## config.mk

```make
export PLATFORM = sky130hd
export DESIGN_NAME = pc_sequencer_flat
export DESIGN_NICKNAME = d
export VERILOG_FILES = /design/src/rtl/pc_sequencer_pkg.sv /design/src/rtl/pc_sequencer_if.sv /design/src/rtl/pc_sequencer_return_stack.sv /design/src/rtl/pc_sequencer.sv /design/src/flat_wrapper.sv
export SDC_FILE = /design/constraint.sdc
export NUM_CORES = 1
export LEC_CHECK = 0
export BUFFER_PORTS_ARGS = -buffer_cell sky130_fd_sc_hd__buf_2
export CAP_MARGIN = 30
export CORE_MARGIN = 2
export CORE_UTILIZATION = 50
export DETAILED_ROUTE_END_ITERATION = 16
export PLACE_DENSITY = 0.76
export SLEW_MARGIN = 0
export SYNTH_ARGS = -nofsm -noshare
export SYNTH_HDL_FRONTEND = slang
export SYNTH_SLANG_ARGS = --single-unit
```

## constraint.sdc

```tcl
create_clock -name i_clk -period 6.7 [get_ports i_clk]
set_input_delay 0.335 -clock i_clk [delete_from_list [all_inputs] [get_ports i_clk]]
set_output_delay 0.335 -clock i_clk [all_outputs]
set_load 0.02 [all_outputs]
```

## src/rtl/pc_sequencer_pkg.sv

```systemverilog
// Shared sequencing definitions for the FRANK6000 control unit and PC sequencer.
// Holds the jump-condition encodings, the decoded PC-update operation and defaults.
// Pure definitions: no state, no latency, no flow control.
package pc_sequencer_pkg;

    localparam int PCS_ADDR_WIDTH  = 8;
    localparam int PCS_STACK_DEPTH = 4;

    // Jump-condition encodings; the control unit emits these on j_mode.
    typedef enum logic [1:0] {
        JM_ALWAYS = 2'b00,
        JM_Z      = 2'b01,
        JM_C      = 2'b10,
        JM_NZ     = 2'b11
    } j_mode_e;

    // Decoded PC update chosen on a PCw strobe.
    typedef enum logic [2:0] {
        OP_INC      = 3'd0,  // pc + 1
        OP_JUMP     = 3'd1,  // pc <= target
        OP_CALL     = 3'd2,  // push pc + 1, pc <= target
        OP_CALL_OVF = 3'd3,  // call on a full stack: pc + 1, flag overflow
        OP_RET      = 3'd4,  // pc <= top of stack, pop
        OP_RET_UNF  = 3'd5   // return on an empty stack: pc + 1, flag underflow
    } seq_op_e;

    // Evaluate a jump condition against the status flags.
    function automatic logic jump_cond(input j_mode_e mode, input logic zero, input logic carry);
        logic res;
        unique case (mode)
            JM_ALWAYS: res = 1'b1;
            JM_Z:      res = zero;
            JM_C:      res = carry;
            JM_NZ:     res = ~zero;
            default:   res = 1'b0;
        endcase
        return res;
    endfunction

endpackage

```

## src/rtl/pc_sequencer_if.sv

```systemverilog
// Sequencing bus between the control unit / status register and the PC sequencer.
// Wires only: no latency of its own.
// No handshake: i_PCw is the sole qualifier for every request on this bus.
//
// Signals: i_PCw strobe, i_jump/i_j_mode/i_call/i_return requests, i_target address,
//          i_zero/i_carry flags; o_pc, o_sp, stack full/empty and sticky error flags back.
interface pc_sequencer_if #(
    parameter int ADDR_WIDTH  = pc_sequencer_pkg::PCS_ADDR_WIDTH,
    parameter int STACK_DEPTH = pc_sequencer_pkg::PCS_STACK_DEPTH
);
    localparam int SP_W = $clog2(STACK_DEPTH) + 1;

    logic                  i_PCw;
    logic                  i_jump;
    logic [1:0]            i_j_mode;
    logic                  i_call;
    logic                  i_return;
    logic [ADDR_WIDTH-1:0] i_target;
    logic                  i_zero;
    logic                  i_carry;

    logic [ADDR_WIDTH-1:0] o_pc;
    logic [SP_W-1:0]       o_sp;
    logic                  o_stack_full;
    logic                  o_stack_empty;
    logic                  o_overflow;
    logic                  o_underflow;

    // Control-unit side: drives requests, observes the PC and stack state.
    modport master (
        output i_PCw, i_jump, i_j_mode, i_call, i_return, i_target, i_zero, i_carry,
        input  o_pc, o_sp, o_stack_full, o_stack_empty, o_overflow, o_underflow
    );

    // Sequencer side.
    modport slave (
        input  i_PCw, i_jump, i_j_mode, i_call, i_return, i_target, i_zero, i_carry,
        output o_pc, o_sp, o_stack_full, o_stack_empty, o_overflow, o_underflow
    );

endinterface

```

## src/rtl/pc_sequencer_return_stack.sv

```systemverilog
// Return-address LIFO: push stores at sp, pop exposes the entry below sp.
// Push/pop take effect on the next edge; o_top is a read of registered storage.
// No backpressure: a push when full and a pop when empty are silently dropped.
//
// Ports: i_clk, i_rst (sync, active-high), i_push/i_pop/i_data requests,
//        o_top (entry at sp-1), o_sp occupancy, o_full, o_empty.
module return_stack #(
    parameter int DATA_WIDTH = 8,
    parameter int DEPTH      = 4,
    localparam int IDX_W     = $clog2(DEPTH),
    localparam int SP_W      = IDX_W + 1
) (
    input  logic                  i_clk,
    input  logic                  i_rst,
    input  logic                  i_push,
    input  logic                  i_pop,
    input  logic [DATA_WIDTH-1:0] i_data,
    output logic [DATA_WIDTH-1:0] o_top,
    output logic [SP_W-1:0]       o_sp,
    output logic                  o_full,
    output logic                  o_empty
);

    logic [DATA_WIDTH-1:0] mem [DEPTH];
    logic [SP_W-1:0]       sp;
    logic [SP_W-1:0]       sp_dec;
    logic                  do_push;
    logic                  do_pop;

    assign o_full  = (sp == SP_W'(DEPTH));
    assign o_empty = (sp == '0);

    // Pop wins if both are requested; the sequencer never asks for both at once.
    assign do_pop  = i_pop & ~o_empty;
    assign do_push = i_push & ~o_full & ~i_pop;

    // sp-1 wraps to all-ones when empty; that read is never consumed.
    assign sp_dec = sp - SP_W'(1);
    assign o_top  = mem[sp_dec[IDX_W-1:0]];
    assign o_sp   = sp;

    always_ff @(posedge i_clk) begin
        if (i_rst) begin
            sp <= '0;
            for (int i = 0; i < DEPTH; i++) begin
                mem[i] <= '0;
            end
        end else if (do_pop) begin
            sp <= sp_dec;
        end else if (do_push) begin
            // Not full, so sp < DEPTH and its low bits address a valid slot.
            mem[sp[IDX_W-1:0]] <= i_data;
            sp                 <= sp + SP_W'(1);
        end
    end

endmodule

```

## src/rtl/pc_sequencer.sv

```systemverilog
// Program counter and return-address stack of the FRANK6000 core.
// One-cycle latency: inputs sampled on a PCw edge, o_pc/o_sp update after it.
// No backpressure: with i_PCw low every piece of state holds.
//
// Ports: i_clk, i_rst (sync, active-high), bus (pc_sequencer_if.slave) carrying
//        the control-unit requests, status flags, PC, stack occupancy and error flags.
module pc_sequencer
    import pc_sequencer_pkg::*;
#(
    parameter int ADDR_WIDTH  = PCS_ADDR_WIDTH,
    parameter int STACK_DEPTH = PCS_STACK_DEPTH,
    localparam int SP_W       = $clog2(STACK_DEPTH) + 1
) (
    input  logic           i_clk,
    input  logic           i_rst,
    pc_sequencer_if.slave  bus
);

    logic [ADDR_WIDTH-1:0] pc;
    logic [ADDR_WIDTH-1:0] pc_inc;
    logic [ADDR_WIDTH-1:0] stk_top;
    logic [SP_W-1:0]       stk_sp;
    logic                  stk_full;
    logic                  stk_empty;
    logic                  stk_push;
    logic                  stk_pop;
    logic                  cond;
    logic                  overflow;
    logic                  underflow;
    seq_op_e               op;

    // Wraps modulo 2^ADDR_WIDTH, so a call from all-ones pushes 0.
    assign pc_inc = pc + ADDR_WIDTH'(1);
    assign cond   = jump_cond(j_mode_e'(bus.i_j_mode), bus.i_zero, bus.i_carry);

    // Priority: return, then qualified call, then qualified jump, else increment.
    // A call without jump, or with a false condition, falls through to increment.
    always_comb begin
        op = OP_INC;
        if (bus.i_return) begin
            op = stk_empty ? OP_RET_UNF : OP_RET;
        end else if (bus.i_call && bus.i_jump && cond) begin
            op = stk_full ? OP_CALL_OVF : OP_CALL;
        end else if (bus.i_jump && cond) begin
            op = OP_JUMP;
        end
    end

    // The stack sees its own reset, which already overrides these strobes.
    assign stk_push = bus.i_PCw && (op == OP_CALL);
    assign stk_pop  = bus.i_PCw && (op == OP_RET);

    return_stack #(
        .DATA_WIDTH (ADDR_WIDTH),
        .DEPTH      (STACK_DEPTH)
    ) u_stack (
        .i_clk   (i_clk),
        .i_rst   (i_rst),
        .i_push  (stk_push),
        .i_pop   (stk_pop),
        .i_data  (pc_inc),
        .o_top   (stk_top),
        .o_sp    (stk_sp),
        .o_full  (stk_full),
        .o_empty (stk_empty)
    );

    always_ff @(posedge i_clk) begin
        if (i_rst) begin
            pc        <= '0;
            overflow  <= 1'b0;
            underflow <= 1'b0;
        end else if (bus.i_PCw) begin
            unique case (op)
                OP_RET:      pc <= stk_top;
                OP_RET_UNF: begin
                    pc        <= pc_inc;
                    underflow <= 1'b1;
                end
                OP_CALL:     pc <= bus.i_target;
                OP_CALL_OVF: begin
                    pc       <= pc_inc;
                    overflow <= 1'b1;
                end
                OP_JUMP:     pc <= bus.i_target;
                default:     pc <= pc_inc;
            endcase
        end
    end

    assign bus.o_pc          = pc;
    assign bus.o_sp          = stk_sp;
    assign bus.o_stack_full  = stk_full;
    assign bus.o_stack_empty = stk_empty;
    assign bus.o_overflow    = overflow;
    assign bus.o_underflow   = underflow;

endmodule

```

## src/flat_wrapper.sv

```systemverilog
// flat-port wrapper written by rule: the top's interface ports become plain ports
module pc_sequencer_flat import pc_sequencer_pkg::*;
#(
    parameter int ADDR_WIDTH  = PCS_ADDR_WIDTH,
    parameter int STACK_DEPTH = PCS_STACK_DEPTH,
    localparam int SP_W       = $clog2(STACK_DEPTH) + 1
)
  (i_clk, i_rst, bus_i_PCw, bus_i_jump, bus_i_j_mode, bus_i_call, bus_i_return, bus_i_target, bus_i_zero, bus_i_carry, bus_o_pc, bus_o_sp, bus_o_stack_full, bus_o_stack_empty, bus_o_overflow, bus_o_underflow);
  pc_sequencer_if #(.ADDR_WIDTH(ADDR_WIDTH), .STACK_DEPTH(STACK_DEPTH)) bus_i ();
  input  logic i_clk;
  input  logic i_rst;
  input wire logic [$bits(bus_i.i_PCw)-1:0] bus_i_PCw;
  input wire logic [$bits(bus_i.i_jump)-1:0] bus_i_jump;
  input wire logic [$bits(bus_i.i_j_mode)-1:0] bus_i_j_mode;
  input wire logic [$bits(bus_i.i_call)-1:0] bus_i_call;
  input wire logic [$bits(bus_i.i_return)-1:0] bus_i_return;
  input wire logic [$bits(bus_i.i_target)-1:0] bus_i_target;
  input wire logic [$bits(bus_i.i_zero)-1:0] bus_i_zero;
  input wire logic [$bits(bus_i.i_carry)-1:0] bus_i_carry;
  output wire logic [$bits(bus_i.o_pc)-1:0] bus_o_pc;
  output wire logic [$bits(bus_i.o_sp)-1:0] bus_o_sp;
  output wire logic [$bits(bus_i.o_stack_full)-1:0] bus_o_stack_full;
  output wire logic [$bits(bus_i.o_stack_empty)-1:0] bus_o_stack_empty;
  output wire logic [$bits(bus_i.o_overflow)-1:0] bus_o_overflow;
  output wire logic [$bits(bus_i.o_underflow)-1:0] bus_o_underflow;
  assign bus_i.i_PCw = bus_i_PCw;
  assign bus_i.i_jump = bus_i_jump;
  assign bus_i.i_j_mode = bus_i_j_mode;
  assign bus_i.i_call = bus_i_call;
  assign bus_i.i_return = bus_i_return;
  assign bus_i.i_target = bus_i_target;
  assign bus_i.i_zero = bus_i_zero;
  assign bus_i.i_carry = bus_i_carry;
  assign bus_o_pc = bus_i.o_pc;
  assign bus_o_sp = bus_i.o_sp;
  assign bus_o_stack_full = bus_i.o_stack_full;
  assign bus_o_stack_empty = bus_i.o_stack_empty;
  assign bus_o_overflow = bus_i.o_overflow;
  assign bus_o_underflow = bus_i.o_underflow;
  pc_sequencer #(.ADDR_WIDTH(ADDR_WIDTH), .STACK_DEPTH(STACK_DEPTH)) u_core (.i_clk(i_clk), .i_rst(i_rst), .bus(bus_i));
endmodule
```

### Word-level counts from Yosys, hierarchy flattened

Memory sizes are Yosys's and may differ from the RTL's.
Index checks and enable logic that the tools add are counted.

* flip-flop bits (word level): 13
* RAM bits: 32
* input bits: 18
* output and inout port bits: 15
* word-level logic and storage cells: 54
* memories: 1

Memories
* u_core.u_stack.mem: words 4, bits a word 8, read ports 1, clocked after memory_dff 0, wr ports 4, line pc_sequencer_return_stack.sv:24 `logic [DATA_WIDTH-1:0] mem [DEPTH];`

* add/sub/neg operators: 3
* equal/unequal tests: 9
* muxes and demuxes: 18
* bitwise logic cells: 7
* reductions and logical operators: 12

Operators by type and width (number)
* 8-bit one-hot mux with 2 select lines: 1
* 3-bit two-way mux: 4
* 1-bit two-way mux: 10
* 3-bit equality test, second input constant: 3
* 8-bit by 1-bit adder with 8-bit output, second input constant: 1
* 8-bit two-way mux: 1
* 8-bit OR reduction: 1
* 3-bit by 2-bit equality test with 1-bit output, second input constant: 2
* 1-bit logical AND: 5
* 2-bit equality test, second input constant: 2
* 1-bit inverter: 4
* 1-bit one-hot mux with 4 select lines: 1
* 2-bit AND reduction: 2
* 3-bit by 1-bit adder with 3-bit output, second input constant: 1
* 1-bit AND: 3
* 3-bit by 1-bit equality test with 1-bit output, second input constant: 1
* 3-bit zero test: 1
* 3-bit by 1-bit subtractor with 3-bit output, second input constant: 1
* 2-bit by 1-bit equality test with 1-bit output, second input constant: 1
* 2-bit zero test: 1
* 2-bit two-way mux: 1
* 2-bit nonzero test: 1
* 2-bit OR reduction: 1

### Depth between registers and ports, before layout

Gate-level depths: netlist of run 1.

* depth in word-level cells: 16
* mapped depth: 9
* depth with buffers taken out: 8

### Hierarchy

From an unflattened synthesis of run 1, not the netlist that was laid out.

* cells, all modules: 209
* area, all modules: 2447.3 um^2

By module, submodules not included
* return_stack: instances 1, cells an instance 113, area each 1682.9 um^2, seq. area each 1021.0 um^2
* pc_sequencer: instances 1, cells an instance 96, area each 764.5 um^2, seq. area each 200.2 um^2

### Least setup slack after synthesis of run 1

Ideal clock, no wire load.

* path type: reg2reg
* from: register u_core.u_stack.sp[0] (netlist: u_core.u_stack.o_sp[0])
* to: memory u_core.u_stack.mem[0][0] (enable)
* library setup time: 0.334 ns
* arrival time: 2.126 ns
* required time: 6.366 ns
* setup slack: 4.240 ns
* stages on the path, launching flop included: 10
* buffers on the path: 2
* clock period less this slack: 2.460 ns
* cell sequence: dfxtp_1 > inv_1 > ha_1 > and2_4 > nor2_8 > nand4b_4 > buf_6 > or3_1 > buf_6 > nand2b_1

RTL lines
* start: declaration: line pc_sequencer_return_stack.sv:25 `logic [SP_W-1:0] sp;`
* start signal: assignment: line pc_sequencer_return_stack.sv:49 `sp <= sp_dec;`
* start signal: assignment: line pc_sequencer_return_stack.sv:53 `sp <= sp + SP_W'(1);`
* end: declaration: line pc_sequencer_return_stack.sv:24

==> results.py, run 1 <==
metrics = {
    "synthesis": {
        "async_reset_ff_share_pct": 0,
        "synth_flop_cell": "edfxtp_1",
        "ys_warn_count": 0,
        "syn_area_mm2": 0.00231,
        "synthCells": 204,
        "synth-edff-count": 32,
        "yosysUniqueCellTypes": 41,
        "ys_ff_latch": 45,
        "ys_seq_area_share_pct": 52.8,
        "synthesis.nets": 226,
        "synth.area.top_cells": "edfxtp_1 (42%), dfxtp_1 (11%), nor2_1 (7.0%)",
        "synth.top_cell.area_share_pct": 41.5,
        "syn_avg_cell_area_um2": 11.3,
        "yosys.area.top_type": "edfxtp_1",
    },
    "die": {
        "die_x_um": 72.0,
        "dieArea_mm2": 0.00519,
        "io_pins": 33,
        "die_h_um": 72.0,
        "start_util_pct": 52.4,
        "core-area_mm2": 0.00441,
        "placementRows": 24,
    },
    "flow_run": {
        "cap_violations": 0,
    },
    "worst_setup_path": {
        "path_class": "flip-flop to flip-flop",
        "end_kind": "flip-flop",
        "cp_num_buf_inv": 1,
        "ff2ff_path_depth": 7,
        "r2r_end": "u_core.u_stack.mem[0][3]",
        "required_ps": 6660,
        "start_kind": "flip-flop",
        "slowest_delay_ps": 750,
        "critPathSlowestCell": "dfxtp_1",
        "path_delay_family": "simple AND/OR/NAND/NOR gates",
        "cp_max_fo": 14,
        "rrSetupSlack_ps": 3700,
        "path_cells": "inv_1, ha_1, and2_4, nor2_8, nand4b_4, or3_1, nand2b_1",
        "cp.arrival_ps": 2950,
        "r2r_start": "u_core.u_stack.o_sp[0]",
    },
    "routing": {
        "drtIter0Drc": 148,
        "wl_per_cell_um": 17.6,
        "drc": 0,
        "routed_wl_mm": 5.01,
        "vias": 1655,
        "drt-pass1-iter-count": 4,
        "via_per_inst": 5.81,
        "ant_nets": 0,
    },
    "layout": {
        "diodes": 0,
        "final_nets": 254,
        "post-route-util_pct": 57.8,
        "drive_gt1_share_pct": 23.6,
        "final-instance-count-excl-fill": 285,
        "area_growth_pct": 10.3,
        "n_fill_cell": 372,
    },
    "clocking": {
        "clockBufferDepth": 2,
        "clkLatencyLatePin_ps": 300,
        "clock-sinks": 45,
        "ctsResizeCount": 0,
        "ctsRootBufferMaster": "clkbuf_8",
        "holdBufCountCts": 0,
        "clkTransAtPathRegs_ps": 90,
        "cts_tree": "yes",
        "htree_levels": 2,
        "numCtsBuffers": 5,
        "cts_post_setup_buffers_inserted": 0,
    },
    "worst_hold_path": {
        "hp-class": "primary input to flip-flop",
        "holdPathStages": 3,
        "hold_end": "u_core.bus.o_underflow",
        "min-delay-start": "bus_i_return",
    },
    "place": {
        "portBuffers": 32,
        "hpwl_mm": 3.77,
        "dp_cells": 277,
        "place_congestion": 0.876,
    },
    "outcome": {
        "outcome": "finished clean",
    },
    "global_routing": {
        "grt_pass1_vias": 1588,
        "overflow": 0,
        "grt_usage_pct": 20.7,
        "antenna_found_initial": 0,
        "grt_start_max_net_pins": 21,
        "grt_pass1_wl_mm": 8.04,
    },
    "sta": {
        "final.hold.worst_slack_ps": 307,
        "rsz0062_at_grt": "no",
        "period_minus_slack_ps": 3000,
        "max-slew-margin-rel_pct": 36.9,
        "setup_viol": 0,
        "setup_tns_ps": 0,
        "fin_crit_sh_pct": 44.7,
        "worst_slew_pin_slew_ps": 943,
        "finalHoldViolCount": 0,
        "slew_violations": 0,
        "finClkSkew_ps": 13.0,
        "max_freq_mhz": 334,
    },
    "pwr": {
        "leakage_nw": 1.02,
        "p_per_area_mw_per_mm2": 233,
        "ir_drop_mv": 0.134,
        "design_power_total_mw": 0.594,
    },
}
how the worst max path moves through the flow:
stage	from	endpoint	slack, ps	cells after the start
final	u_core.u_stack.o_sp[0]	u_core.u_stack.mem[0][3]	3700	7
after global routing	u_core.u_stack.o_sp[0]	u_core.u_stack.mem[1][6]	3450	7
after CTS	u_core.u_stack.o_sp[0]	u_core.u_stack.mem[0][2]	3680	7
after detailed placement	u_core.u_stack.o_sp[0]	u_core.u_stack.mem[0][6]	3710	7
after global placement	u_core.u_stack.o_sp[0]	u_core.u_stack.mem[0][6]	3830	7
after floorplan	u_core.u_stack.o_sp[0]	u_core.u_stack.mem[0][0]	4240	9
cell usage in the layout (no fill, tap or decap), drive strengths merged:
master   n
nor2    47
buf     32
edfxtp  32
nand2   13
dfxtp   13
a31oi    9
mux2i    8
mux4     7
o21bai   7
nand2b   7
clkbuf   7
inv      6
nand3    6
xnor2    4
or3      4
ha       4
and3     3
a21oi    3
o21ai    2
xor2     2
and2     2
a31o     2
o211a    1
nand4b   1
nor3     1
a311oi   1
o21a     1
a21o     1
o31ai    1
nor2b    1
a22oi    1
mux2     1
or2      1
a21boi   1
clkinv   1
synthesized netlist by cell type (all sizes together) (2+ instances only):
master  number
nand2b       7
o21bai       7
o21ai        2
clkbuf       5
buf          6
and3         3
a31oi        9
mux2i        8
edfxtp      32
xor2         2
a21oi        3
inv          6
nand3        6
mux4         7
dfxtp       13
a31o         2
nor2        47
xnor2        4
or3          4
and2         2
nand2       13
ha           4
routing by layer:
| metal | share of wire, % | track usage [%] |
|---|---|---|
| met5 | 0 | 0 |
| met4 | 2.0 | 6.71 |
| met3 | 8.7 | 5.69 |
| met1 | 42 | 27.6 |
| met2 | 47 | 33.0 |
final cells by class:
class | count | area, um^2 | share of cell area (%)
multi-input combinational | 142 | 1000 | 39.3
inverter | 6 | 22.5 | 0.883
tap | 52 | 65.1 | 2.55
clock inverter | 1 | 3.75 | 0.147
clock buffer | 7 | 76.3 | 2.99
sequential | 45 | 1220 | 47.9
timing repair buffer | 32 | 160 | 6.28
cell families after synthesis:
family                     share of synthesized area (%)
AOI/OAI and AO/OA                                   9.30
xor gates and xnor gates                            2.27
adders and majority gates                           2.16
buffers and inverters                               3.89
DFF                                                 52.8
muxes                                               10.8
and+or+nand+nor                                     18.8
report_power, final:
group	switching, mW	internal [mW]
registers	0.0153	0.311
clock network	0.0883	0.0728
logic	0.0639	0.0422
total	0.167	0.426
stage by stage:
step	setup WS (ps)	instance area, um^2
CTS	3680	2550
finish	3700	2550
global placement	3830	2470
global route	3450	2550
detailed placement	3710	2470
floorplan	4240	2310
sequential cells by signal, summed over array words and instances, names as in the netlist:
name                    flops
u_core.bus.o_overflow       1
u_core.bus.o_pc             8
u_core.bus.o_underflow      1
u_core.u_stack.mem         32
u_core.u_stack.o_sp         3
worst min-delay path: stages:
cell and delay [ps]:
buf_2 90, a31oi_1 70, nor2_1 70
No activity file was read; power rests on OpenSTA's default activity.
==> run 2, diff against run 1 <==
Clock period 6.7 ns to 3 ns, I/O delays scaled along.
==> run 2 against run 1 <==
Effect of this change: clock skew shrank 7.4 ps; critical path depth did not move; non-clock buffer count rose by 2; wire length is 5.9% higher; clock power grew to 3.4 times the previous value; cell count rose by 0.70%; combinational power up 140%; register-to-register slack got worse by 3200 ps; count of clock-buffer cells in the layout fell by 2; die area unchanged; worst setup slack worse by 3200 ps; final area up 2.7%; highest routed layer unchanged.
==> results.py, run 2 (same netlist as run 1, synthesis figures left out) <==
metrics = {
    "outcome": {
        "outcome": "finished clean",
    },
    "worst_setup_path": {
        "cp_max_fo": 11,
        "crit_cells": 7,
        "r2r_start": "u_core.u_stack.o_sp[1]",
        "slowest_delay_ps": 520,
        "r2r_end": "u_core.u_stack.mem[1][4]",
        "critPathLaunch": "u_core.u_stack.o_sp[1]",
        "path_delay_family": "simple AND/OR/NAND/NOR gates",
        "start_kind": "flip-flop",
        "cp_num_buf_inv": 1,
        "required_ps": 2970,
        "path_class": "flip-flop to flip-flop",
        "critPathSlowestCell": "or3_1",
        "endpoint": "u_core.u_stack.mem[1][4]",
        "end_kind": "flip-flop",
        "ff2ff_path_depth": 7,
        "rrSetupSlack_ps": 490,
        "cp.arrival_ps": 2480,
        "path_cells": "inv_1, ha_1, and2_4, nor2_8, nand4b_4, or3_1, nand2b_1",
    },
    "routing": {
        "wl_per_cell_um": 18.5,
        "ant_nets": 0,
        "routed_wl_mm": 5.30,
        "drtIter0Drc": 129,
        "drc": 0,
        "via_per_inst": 5.80,
        "vias": 1665,
        "drt-pass1-iter-count": 4,
    },
    "pwr": {
        "ir_drop_mv": 0.344,
        "p_per_area_mw_per_mm2": 581,
        "leakage_nw": 1.06,
        "design_power_total_mw": 1.52,
    },
    "clocking": {
        "clkTransAtPathRegs_ps": 90,
        "cts_post_setup_buffers_inserted": 0,
        "htree_levels": 2,
        "numCtsBuffers": 5,
        "cts_tree": "yes",
        "clkLatencyLatePin_ps": 300,
        "ctsResizeCount": 0,
        "clockBufferDepth": 2,
        "ctsRootBufferMaster": "clkbuf_8",
        "holdBufCountCts": 0,
        "clock-sinks": 45,
    },
    "flow_run": {
        "cap_violations": 0,
    },
    "layout": {
        "final_common_cell": "nor2_1",
        "n_fill_cell": 364,
        "multiInputGateArea_mm2": 0.00100,
        "final_nets": 256,
        "drive_gt1_share_pct": 25.5,
        "seqCellArea_mm2": 0.00122,
        "regMostFlops": "u_core.u_stack.mem",
        "final_cell_mix": "nor2_1 (43), buf_2 (32), edfxtp_1 (32)",
        "diodes": 0,
        "area_growth_pct": 13.3,
        "largest_register_ffs": 32,
    },
    "sta": {
        "slew_violations": 0,
        "finalHoldViolCount": 0,
        "worst_slew_pin_slew_ps": 655,
        "period_minus_slack_ps": 2510,
        "max_freq_mhz": 399,
        "rsz0062_at_grt": "no",
        "setup_viol": 0,
        "setup_tns_ps": 0,
        "fin_crit_sh_pct": 83.6,
        "max-slew-margin-rel_pct": 56.0,
        "finClkSkew_ps": 5.58,
    },
    "global_routing": {
        "antenna_found_initial": 0,
        "grt_pass1_wl_mm": 8.42,
        "grt_start_max_net_pins": 21,
        "grt_pass1_vias": 1567,
        "grt_usage_pct": 22.4,
        "overflow": 0,
    },
    "die": {
        "core-area_mm2": 0.00441,
        "die_h_um": 72.0,
        "die_x_um": 72.0,
        "placementRows": 24,
        "dieArea_mm2": 0.00519,
        "io_pins": 33,
        "start_util_pct": 52.4,
    },
    "place": {
        "portBuffers": 32,
        "place_congestion": 0.890,
        "hpwl_mm": 3.78,
    },
    "worst_hold_path": {
        "hp-class": "primary input to flip-flop",
    },
}
[run 2: tightest hold or removal path: cells and delay by family]
| kind | cells | cell delay (ps) |
|---|---|---|
| AND/OR/NAND/NOR | 1 | 70 |
| buffers and inverters | 1 | 90 |
| AO/OA/AOI/OAI | 1 | 70 |
[run 2: how the worst min path moves through the flow]
| stage | end | startpoint | cells after the start | slack [ps] |
|---|---|---|---|---|
| finish | u_core.bus.o_underflow | bus_i_return | 3 | 120 |
| global route | u_core.bus.o_underflow | bus_i_return | 3 | 150 |
| CTS | u_core.bus.o_underflow | bus_i_return | 3 | 120 |
| detailed placement | u_core.bus.o_underflow | bus_i_return | 3 | 430 |
| global placement | u_core.bus.o_underflow | bus_i_return | 3 | 430 |
| floorplan | u_core.bus.o_underflow | bus_i_return | 2 | 310 |
[run 2: metrics by stage]
| stage | hold WS, ps | util (%) | instance area (um^2) | std cells | setup WS (ps) |
|---|---|---|---|---|---|
| after global placement | 432 | 56.3 | 2490 | 279 | 664 |
| after global routing | 145 | 59.4 | 2620 | 287 | 373 |
| after detailed placement | 434 | 56.3 | 2490 | 279 | 551 |
| after CTS | 121 | 59.4 | 2620 | 287 | 518 |
| final | 116 | 59.4 | 2620 | 287 | 492 |
| after floorplan | 314 | - | 2310 | 204 | 540 |
[run 2: per-layer routing]
| layer | routed length, um | global-route usage (%) | share of wire [%] |
|---|---|---|---|
| met5 | 0 | 0 | 0 |
| met4 | 117 | 8.18 | 2.2 |
| met3 | 376 | 3.75 | 7.1 |
| met2 | 2640 | 36.4 | 50 |
| met1 | 2170 | 30.5 | 41 |
[run 2: cell type report]
type,instances,area share [%]
Clock inverter,3,2.48
Inverter,6,0.860
Tap cell,52,2.48
Clock buffer,5,2.63
Timing Repair Buffer,34,6.69
Multi-Input combinational cell,142,38.3
Sequential cell,45,46.6
[run 2: where the power goes]
part           leakage, nW  switching [mW]  internal [mW]
Sequential           0.438          0.0285          0.695
Combinational        0.558           0.152         0.0981
Clock               0.0681           0.217          0.331
==> run 3, diff against run 2 <==
Settings changed: ABC_AREA set to 1, PLACE_DENSITY 0.76 to 0.78.
Clock period 3 ns to 2.1 ns, I/O delays scaled along.
==> run 3 against run 2 <==
Effect of this change: clock skew increased by 1.9 ps; largest cell class unchanged; area after synthesis grew 7.5%; sequential power up 40%; final area grew 9.0%.
==> results.py, run 3 <==
metrics = {
    "synthesis": {
        "yosys.area.top_type": "edfxtp_1",
        "ys_warn_count": 0,
        "yosysUniqueCellTypes": 32,
        "async_reset_ff_share_pct": 0,
        "synth-edff-count": 32,
        "synthesis.nets": 319,
        "synth_flop_cell": "edfxtp_1",
        "synth_common_cells": "nand2_1 (68), nor2_1 (51), nand3_1 (33)",
        "synthCells": 297,
        "syn_area_mm2": 0.00249,
        "synth.top_cell.area_share_pct": 38.6,
        "ys_ff_latch": 45,
        "syn_avg_cell_area_um2": 8.38,
        "yosys.cell_count.top_type": "nand2_1",
        "synth.area.top_cells": "edfxtp_1 (39%), dfxtp_1 (10%), nand2_1 (10%)",
        "ys_seq_area_share_pct": 49.1,
    },
    "clocking": {
        "clockBufferDepth": 2,
        "ctsRootBufferMaster": "clkbuf_8",
        "ctsResizeCount": 0,
        "cts_post_setup_buffers_inserted": 0,
        "htree_levels": 2,
        "holdBufCountCts": 0,
        "clkLatencyLatePin_ps": 300,
        "clock-sinks": 45,
        "clkTransAtPathRegs_ps": 80,
        "numCtsBuffers": 5,
        "cts_tree": "yes",
    },
    "routing": {
        "routed_wl_mm": 5.41,
        "drtIter0Drc": 173,
        "via_per_inst": 5.23,
        "drt-pass1-iter-count": 5,
        "vias": 2097,
        "drc": 0,
        "wl_per_cell_um": 13.5,
        "ant_nets": 0,
    },
    "worst_setup_path": {
        "cp_max_fo": 8,
        "critPathSlowestCell": "dfxtp_1",
        "path_cells": "inv_2, ha_1, nand2_4, nand2_2, nor3_4, nand3_4, nor2_8, nand2_1, nand2_4",
        "critPathLaunch": "u_core.u_stack.o_sp[1]",
        "path_delay_family": "simple AND/OR/NAND/NOR gates",
        "path_class": "flip-flop to flip-flop",
        "r2r_start": "u_core.u_stack.o_sp[1]",
        "slowest_delay_ps": 400,
        "crit_path_frequent_cell": "nand2_4",
        "required_ps": 2100,
        "start_kind": "flip-flop",
        "cp.arrival_ps": 1930,
        "end_kind": "flip-flop",
        "cp_num_buf_inv": 1,
    },
    "sta": {
        "period_minus_slack_ps": 1930,
        "max_freq_mhz": 519,
        "worst_slew_pin_slew_ps": 649,
        "slew_violations": 0,
        "setup_slack_ps": 173,
        "rsz0062_at_grt": "no",
        "finalHoldViolCount": 0,
        "max-slew-margin-rel_pct": 56.7,
        "setup_tns_ps": 0,
        "setup_viol": 0,
        "finClkSkew_ps": 7.47,
        "fin_crit_sh_pct": 91.8,
    },
    "layout": {
        "final_cell_mix": "nand2_1 (65), nor2_1 (51), nand3_1 (33)",
        "final_common_cell": "nand2_1",
        "drive_gt1_share_pct": 21.9,
        "diodes": 0,
        "regMostFlops": "u_core.u_stack.mem",
        "final_nets": 355,
        "area_growth_pct": 14.8,
        "largest_register_ffs": 32,
    },
    "worst_hold_path": {
        "hp-class": "primary input to flip-flop",
        "min-delay-start": "i_rst",
    },
    "place": {
        "portBuffers": 32,
        "place_congestion": 0.873,
        "dp_slack_ps": 156,
        "hpwl_mm": 4.09,
    },
    "global_routing": {
        "overflow": 0,
        "grt_pass1_vias": 1976,
        "antenna_found_initial": 0,
        "grt_pass1_wl_mm": 9.38,
        "grt_start_max_net_pins": 22,
        "grt_usage_pct": 22.5,
    },
    "pwr": {
        "p_per_area_mw_per_mm2": 628,
        "leakage_nw": 1.24,
        "p_sw_share_pct": 27.1,
        "power_frac_seq_pct": 56.2,
        "clock_power_share_pct": 28.8,
        "switchingPower_mw": 0.485,
        "p_int_mw": 1.31,
        "ir_drop_mv": 0.464,
        "p_comb_share_pct": 15.0,
    },
    "flow_run": {
        "cap_violations": 0,
    },
    "outcome": {
        "outcome": "finished clean",
    },
    "die": {
        "die_h_um": 74.5,
        "io_pins": 33,
        "die_x_um": 74.5,
        "dieArea_mm2": 0.00555,
        "core-area_mm2": 0.00475,
        "start_util_pct": 52.3,
        "placementRows": 25,
    },
}
## run 3: cell types whose count changed in the layout (fill, tap and decap cells not counted), moves of 7 or more
cell	before	now
o21ai_0	2	9
mux2i_1	8	0
nand4_1	0	9
inv_1	6	27
mux4_2	7	0
nor2_1	43	51
a31oi_1	9	1
nand2_1	13	65
nand3_1	4	33
o21bai_1	7	0
## run 3: cells by family after synthesis
| kind of cell | share of synthesized area [%] |
|---|---|
| and+or+nand+nor | 35.6 |
| buffers and inverters | 7.14 |
| xor gates and xnor gates | 2.82 |
| adders and majority gates | 2.01 |
| DFF | 49.1 |
| AOI/OAI and AO/OA | 3.37 |
## run 3: worst register-to-register path, stage by stage, from the launching register on
cell     delay, ps
dfxtp_1        400
inv_2           60
ha_1           220
nand2_4        100
nand2_2         60
nor3_4         140
nand3_4        170
nor2_8         190
nand2_1        160
nand2_4        150
## run 3: path summary, 6_finish.rpt
| path | end | slack (ps) | cells past startpoint |
|---|---|---|---|
| worst min register to register | u_core.bus.o_overflow | 450 | 2 |
| worst max-delay path | u_core.u_stack.mem[2][7] | 170 | 9 |
| worst max register to register | u_core.u_stack.mem[2][7] | 170 | 9 |
| worst min-delay path | u_core.bus.o_overflow | 130 | 2 |
## run 3: per-layer routing
metal / vias to the layer above / track usage [%] / part of all wire [%]
met1: 949 / 31.7 / 45
met2: 95 / 35.2 / 46
met4: 0 / 7.54 / 2.1
met3: 12 / 4.07 / 6.8
met5: - / 0 / 0
li1: 1041 / - / -
## run 3: power by group through the flow
stage	Combinational, mW	Clock, mW	Sequential [mW]
floorplan	0.161	0	1.04
global placement	0.263	0	1.03
detailed placement	0.265	0	1.03
CTS	0.267	0.519	1.01
global route	0.299	0.551	1.01
finish	0.269	0.517	1.01
## run 3: stage by stage
stage | util (%) | area (um^2) | total power [mW] | std cells | hold WS (ps)
finish | 60.1 | 2860 | 1.79 | 401 | 130
global route | 60.1 | 2860 | 1.86 | 401 | 141
CTS | 59.9 | 2850 | 1.79 | 401 | 129
detailed placement | 58.2 | 2770 | 1.29 | 393 | 441
global placement | 58.2 | 2770 | 1.29 | 393 | 424
floorplan | - | 2520 | 1.20 | 297 | 167
## run 3: layout make-up
cell class	count	area, um^2
fill	435	1900
timing repair buffer	40	220
clock buffer	7	76.3
inverter	32	120
sequential	45	1220
clock inverter	1	7.51
tap	67	83.8
multi-input combinational	209	1120
